[config.mk]
export PLATFORM = sky130hd
export DESIGN_NAME = pio_poll_master
export DESIGN_NICKNAME = d
export VERILOG_FILES = /design/src/rtl/pio_poll_master.sv
export SDC_FILE = /design/constraint.sdc
export NUM_CORES = 1
export LEC_CHECK = 0
export BUFFER_PORTS_ARGS = -buffer_cell sky130_fd_sc_hd__buf_2
export CAP_MARGIN = 10
export CORE_ASPECT_RATIO = 1.2
export CORE_MARGIN = 2
export CORE_UTILIZATION = 25
export DETAILED_ROUTE_END_ITERATION = 16
export SYNTH_ARGS = -nofsm -noshare
export SYNTH_HDL_FRONTEND = slang
export SYNTH_SLANG_ARGS = --single-unit
[constraint.sdc]
create_clock -name clk -period 6.7 [get_ports clk]
set_clock_uncertainty 0.1 [all_clocks]
set_input_delay 1.34 -clock clk [delete_from_list [all_inputs] [get_ports clk]]
set_output_delay 1.34 -clock clk [all_outputs]
set_load 0.05 [all_outputs]
[src/rtl/pio_poll_master.sv]
// Avalon-MM master that programs a PIO slave's IRQ mask and polls
// its data register on interrupt or timer, buffering samples in a FIFO.
module pio_poll_master #(
   parameter int FIFO_DEPTH = 4
) (
   input  logic        clk,
   input  logic        reset_n,
   output logic [1:0]  avm_address,
   output logic        avm_chipselect,
   output logic        avm_write_n,
   output logic [31:0] avm_writedata,
   input  logic [31:0] avm_readdata,
   input  logic        irq_in,
   input  logic [31:0] cfg_mask,
   input  logic        cfg_load,
   input  logic [15:0] cfg_period,
   output logic [31:0] out_data,
   output logic        out_valid,
   input  logic        out_ready,
   output logic [4:0]  fifo_level,
   output logic        overflow,
   input  logic        overflow_clr
);

   localparam int AW = $clog2(FIFO_DEPTH);

   typedef enum logic [1:0] {
      MASK_WR,
      IDLE,
      RD_ISSUE,
      RD_WAIT
   } state_t;

   state_t          r_state;
   logic            r_pend_load;
   logic            r_pend_tick;
   logic [15:0]     r_cnt;
   logic [31:0]     r_mem [FIFO_DEPTH];
   logic [AW-1:0]   r_wr_ptr;
   logic [AW-1:0]   r_rd_ptr;
   logic [4:0]      r_level;
   logic            r_overflow;

   logic            w_tick;
   logic            w_full;
   logic            w_pop;
   logic            w_capture;
   logic            w_push;
   logic            w_drop;
   logic            w_go_mask;
   logic            w_go_rd;

   assign w_tick    = (cfg_period != 16'd0) &&
                      (r_cnt == cfg_period - 16'd1);
   assign w_full    = (r_level == 5'(FIFO_DEPTH));
   assign w_pop     = out_valid & out_ready;
   assign w_capture = (r_state == RD_WAIT);
   assign w_push    = w_capture & (~w_full | w_pop);
   assign w_drop    = w_capture & w_full & ~w_pop;
   assign w_go_mask = (r_state == IDLE) & r_pend_load;
   assign w_go_rd   = (r_state == IDLE) & ~r_pend_load &
                      (r_pend_tick | (irq_in & ~w_full));

   assign out_valid  = (r_level != 5'd0);
   assign out_data   = out_valid ? r_mem[r_rd_ptr] : 32'd0;
   assign fifo_level = r_level;
   assign overflow   = r_overflow;

   // Bus sequencer: state plus registered Avalon outputs for the next state.
   always_ff @(posedge clk or negedge reset_n) begin
      if (!reset_n) begin
         r_state        <= IDLE;
         avm_chipselect <= 1'b0;
         avm_write_n    <= 1'b1;
         avm_address    <= 2'd0;
         avm_writedata  <= 32'd0;
      end else begin
         avm_chipselect <= 1'b0;
         avm_write_n    <= 1'b1;
         avm_address    <= 2'd0;
         avm_writedata  <= 32'd0;
         unique case (r_state)
            IDLE: begin
               if (w_go_mask) begin
                  r_state        <= MASK_WR;
                  avm_chipselect <= 1'b1;
                  avm_write_n    <= 1'b0;
                  avm_address    <= 2'd2;
                  avm_writedata  <= cfg_mask;
               end else if (w_go_rd) begin
                  r_state        <= RD_ISSUE;
                  avm_chipselect <= 1'b1;
               end
            end
            MASK_WR:  r_state <= IDLE;
            RD_ISSUE: r_state <= RD_WAIT;
            RD_WAIT:  r_state <= IDLE;
         endcase
      end
   end

   // Pending requests; a new request on the same edge as entry wins.
   always_ff @(posedge clk or negedge reset_n) begin
      if (!reset_n) begin
         r_pend_load <= 1'b1;
         r_pend_tick <= 1'b0;
      end else begin
         if (cfg_load)
            r_pend_load <= 1'b1;
         else if (w_go_mask)
            r_pend_load <= 1'b0;
         if (w_tick)
            r_pend_tick <= 1'b1;
         else if (w_go_rd)
            r_pend_tick <= 1'b0;
      end
   end

   // Free-running poll timer; out-of-range counts snap back to zero.
   always_ff @(posedge clk or negedge reset_n) begin
      if (!reset_n)
         r_cnt <= 16'd0;
      else if (cfg_period == 16'd0 || r_cnt >= cfg_period - 16'd1)
         r_cnt <= 16'd0;
      else
         r_cnt <= r_cnt + 16'd1;
   end

   // Sample storage; contents need no reset since out_data is gated.
   always_ff @(posedge clk) begin
      if (w_push)
         r_mem[r_wr_ptr] <= avm_readdata;
   end

   // FIFO pointers, occupancy and sticky overflow.
   always_ff @(posedge clk or negedge reset_n) begin
      if (!reset_n) begin
         r_wr_ptr   <= '0;
         r_rd_ptr   <= '0;
         r_level    <= 5'd0;
         r_overflow <= 1'b0;
      end else begin
         if (w_push)
            r_wr_ptr <= r_wr_ptr + 1'b1;
         if (w_pop)
            r_rd_ptr <= r_rd_ptr + 1'b1;
         if (w_push && !w_pop)
            r_level <= r_level + 5'd1;
         else if (!w_push && w_pop)
            r_level <= r_level - 5'd1;
         if (w_drop)
            r_overflow <= 1'b1;
         else if (overflow_clr)
            r_overflow <= 1'b0;
      end
   end

endmodule

**Word level (Yosys, flattened, before mapping)**

Memory sizes are Yosys's and may differ from the RTL's.
Cells that the tools add are included.

- Add/sub/neg operators: 6
- Eq/ne operators: 6
- Muxes and demuxes: 24
- $mul: 0
- Div/mod/pow operators: 0
- Reductions and logical operators: 15
- Shifts and indexed selects: 0
- Bitwise gates (word level): 13
- $lt $le $gt $ge: 1

Operators by type and width:

| operator | number |
|---|---|
| $mux 32 | 3 |
| $add 16x1->16 const B | 1 |
| $eq 16x16->1 | 1 |
| $ge 16x16->1 | 1 |
| $logic_not 16->1 | 1 |
| $mux 16 | 1 |
| $reduce_bool 16->1 | 1 |
| $sub 16x1->16 const B | 1 |
| $mux 1 | 13 |
| $mux 5 | 2 |
| $and 1x1->1 | 8 |
| $mux 2 | 4 |
| $reduce_bool 2->1 | 4 |
| $pmux 2 s3 | 1 |
| $add 5x1->5 const B | 1 |
| $eq 5x3->1 const B | 1 |
| $reduce_bool 5->1 | 1 |
| $sub 5x1->5 const B | 1 |
| $add 2x1->2 const B | 2 |
| $eq 2x2->1 const B | 2 |
| $logic_and 1x1->1 | 3 |
| $ne 3x3->1 const B | 1 |
| $not 1->1 | 3 |
| $eq 2x1->1 const B | 1 |
| 5 further kinds | 7 |

- Memories: 1
- Logic and storage cells: 78
- Bits in registers: 66
- Output and inout port bits: 75
- Bits in writable memories: 128
- Input port bits: 86
- Latch bits: 0
- Memory bits (read-only): 0

Memory list:

| name | depth | bits a word | rd ports | clocked after Yosys merged registers in | wr ports | RTL line | source |
|---|---|---|---|---|---|---|---|
| r_mem | 4 | 32 | 1 | 0 | 1 | 38 | `logic [31:0] r_mem [FIFO_DEPTH];` |

**Longest topological paths before layout**

- Depth after elaboration: 8
- Mapped depth: 12
- Mapped depth without buffers: 12

**Least setup slack after synthesis**

No wires, ideal clock.

- Path type: input-to-reg
- Start point: in cfg_period[2]
- End point: reg r_cnt[10]
- Stages on the path: 11
- Path slack: 2.707 ns
- Required time: 6.481 ns
- Arrival: 3.775 ns
- Path buffers: 1
- Library setup time: 0.119 ns
- Cells stage by stage: or4_1 nor3_1 nand2_1 nor4_1 xnor2_1 ha_1 nand4_1 a2111o_1 nand4_4 buf_6 nor2_1

- Cells in the longest elaborated chain, start to end: 4
- Elaborated cells on any way between the ends: 5
- Those cells by class: add/sub (1); order compare (1); mux (1); reduce/logical (2)

RTL lines:

| what | RTL line | source |
|---|---|---|
| start, declared | 16 | `input logic [15:0] cfg_period,` |
| $sub 16x1->16 | 123 | `else if (cfg_period == 16'd0 \|\| r_cnt >= cfg_period - 16'd1)` |
| $ge 16x16->1 | 123 |  |
| $logic_or 1x1->1 * | 123 |  |
| $mux 16 * | 123 |  |
| end signal, assigned | 126 | `r_cnt <= r_cnt + 16'd1;` |
| end, declared | 37 | `logic [15:0] r_cnt;` |

Every way passes the cells marked *; elsewhere a longest branch is shown, timed or not.
A chain may end at the register's enable or synchronous reset.

**Final worst setup path**

- Start point: reg r_rd_ptr[0]
- End point: out out_data[21]

- Cells in the longest elaborated chain, start to end: 2

RTL lines:

| what | RTL line | source |
|---|---|---|
| start, declared | 40 | `logic [AW-1:0] r_rd_ptr;` |
| start signal, assigned | 146 | `r_rd_ptr <= r_rd_ptr + 1'b1;` |
| $mem_v2 4x32 | - |  |
| $mux 32 | 65 | `assign out_data = out_valid ? r_mem[r_rd_ptr] : 32'd0;` |
| end, declared | 17 | `output logic [31:0] out_data,` |

Every way passes these cells.

==> run metrics <==
run status completed; most area-hungry cell type in the Yosys netlist edfxtp_1; Logic pwr share 0.418; total internal power 2.60 mW; number of optimization iterations in the first detailed-route pass 4; CTS root buf clkbuf_16; Top Ports 161; Clock Sinks 193; met2 wire length 8860 µm; clock tree from TritonCTS built; Setup violations, final 0; Total Negative Setup Slacks 0 ns; count of routing violations after the opening detailed-route iteration 307; Setup crit end kind primary output; largest net degree at the start of global routing 66; leftover overflow at the end of global routing 0; total number of nets in the final design 784; via density per instance 4.27; yosys synthesis warning count 0; hold-critical path depth 1; sequential cell area 5480 µm²; clock-pin slew on the worst setup and hold paths 0.07 ns; fin util 0.309; Net Sw Frac 0.426; area of the die 33800 µm²; category of the most critical setup path register to primary output; total length of routed wires 17800 µm; initial core utilization 0.252; data arrival time at the worst-slack endpoint 2.52 ns; Mean Syn Cell Area 15.9 µm²; all-layer global routing usage 0.108; number of hold-slack violations in the final timing report 0; WL/cell 16.4 µm; maximum fanout encountered on the critical timing path 22; post-route clock period utilization 0.591; Cells after Synth 507; setup repair after global routing missed its margin no; most numerous cell in the Yosys netlist edfxtp_1; net load switching power 1.93 mW; top metal layer carrying routed signals met5; Sequential Power Share 0.360; number of enable flip-flop cells after synthesis 128; Clk network pwr share 0.222; row count 72; DR DRC count 0; ys async rst share 0.337; pre-CTS setup slack 2.34 ns; fill cell total of the finished layout 3211; DP Wirelength 11900 µm; Register-to-Register Path Depth 12; H-tree levels 4; post-cts hold buffer count 0; synthesized netlist net count 621; type of the worst min-delay path register to register; Die Height 201 µm; wire length on met3 959 µm; Maximum Capacitance Violations 0; via count of the routed design 4662; worst slew pin tran 0.958 ns; number of cells upsized or downsized after cts 0; fraction of the yosys area taken by sequential cells 0.677; buffers from clock root to sink, at most 2; most frequently used flop master after synthesis edfxtp_1; launching element type of the critical path register; share of layout cells above drive strength 1 0.354; DRT met1 WL 7760 µm; number of global-route vias before repair 4972; flops & latches, synth 193; Final GP Congestion 0.732; fraction of synthesized cell area taken by the top area cell type 0.476; Area Growth Syn to Fin 22.8%; Post-Syn Area 8080 µm²; final antenna-violating net count 0; WP data required 5.26 ns; I/O Buffers 159; top cells by instance count after synthesis edfxtp_1 (128), dfrtp_1 (62), and2_1 (36); time the worst path needs with I/O delays and setup 3.96 ns; Post-CTS Setup Repair Bufs 0; Slew Viols, Final 0; Max-Slew Margin vs Limit 0.361; worst setup slack after layout 2.74 ns; antenna violations before repair 1; clock latency on the worst-skew pair 0.43 ns; static power due to leakage 4.01 nW; overall power consumption 4.54 mW; cell types occupying the most area after synthesis edfxtp_1 (48%), dfrtp_1 (19%), mux4_2 (8.9%); clock buffers created by TritonCTS 17; global-route wire length before repair 27600 µm; VDD IR max 0.169 mV; pwr dens 457 nW/µm²; achievable frequency 253 MHz; multi-input logic area 2470 µm²; Die X 168 µm; CORE AREA 32100 µm²; count of unique library cells instantiated by Yosys 42
power by group through the flow:
stage	registers, mW	logic, mW	clock network (mW)
finish	1.63	1.90	1.01
global route	1.66	2.04	1.09
CTS	1.64	1.93	1.05
detailed placement	1.66	1.93	0
global placement	1.66	1.92	0
floorplan	1.91	1.19	0
state kept, by name, summed over array words and instances, names as in the netlist:
signal / flops
r_pend_tick: 1
fifo_level: 5
overflow: 1
avm_write_n: 1
r_state: 2
r_pend_load: 1
r_cnt: 16
r_wr_ptr: 2
avm_address: 1
r_mem: 128
avm_writedata: 32
avm_chipselect: 1
r_rd_ptr: 2
path summary, 6_finish.rpt:
check / slack, ns / from / endpoint
min in group asynchronous: 1.00 / reset_n / avm_writedata[16]
setup reg to reg: 3.60 / fifo_level[0] / fifo_level[4]
hold reg to reg: 0.38 / r_rd_ptr[1] / r_rd_ptr[1]
setup / recovery: 2.74 / r_rd_ptr[0] / out_data[21]
hold / removal: 0.38 / r_rd_ptr[1] / r_rd_ptr[1]
max in group asynchronous: 4.88 / reset_n / r_rd_ptr[0]
cells in the final DEF, fill, tap and decap left out, drive strengths merged, types with 10 or more instances in the layout:
| cell type | n |
|---|---|
| xor2 | 14 |
| xnor2 | 22 |
| buf | 164 |
| dfrtp | 62 |
| edfxtp | 128 |
| clkbuf | 19 |
| mux4 | 32 |
| nand4 | 11 |
| nor2 | 31 |
| a21oi | 10 |
| inv | 22 |
| nand2 | 16 |
| ha | 27 |
| and3 | 33 |
| and2 | 36 |
per-layer routing:
metal	track usage	vias up
met1	0.130	2299
met4	0.0385	2
met5	0	-
li1	-	2214
met2	0.186	133
met3	0.0292	14
cells by family (layout without fill, tap and decap cells):
kind of cell | after synthesis | in the layout | synth area share
flops | 193 | 193 | 0.677
other cells | 1 | 2 | 0.000464
compound gates | 27 | 27 | 0.0214
mux | 34 | 34 | 0.0920
buf+inv | 35 | 211 | 0.0177
xor+xnor | 36 | 36 | 0.0390
fa+ha+maj | 28 | 28 | 0.0443
simple gates | 153 | 153 | 0.108
cell type report:
class,instances,share of cell area
well taps,407,0.0513
diodes,1,0.000252
flip-flops and latches,193,0.552
clock inverters,13,0.0145
repair buffers,164,0.0840
clock buffers,19,0.0436
multi-input cells,279,0.249
inverters,15,0.00567
stage by stage:
| step | instance area (µm²) | cells | hold slack, ns |
|---|---|---|---|
| after detailed placement | 9350 | 1058 | 0.375 |
| after global routing | 9920 | 1090 | 0.398 |
| after floorplan | 8080 | 507 | 0.379 |
| after global placement | 9350 | 1058 | 0.361 |
| final | 9920 | 1091 | 0.383 |
| after CTS | 9920 | 1090 | 0.385 |
worst max-delay path, cell delays in order (launching register included):
cell	delay [ns]
dfrtp_2	0.65
buf_4	0.48
mux4_2	0.55
and2_1	0.19
buf_2	0.21
(Power assumes the default switching activity.)
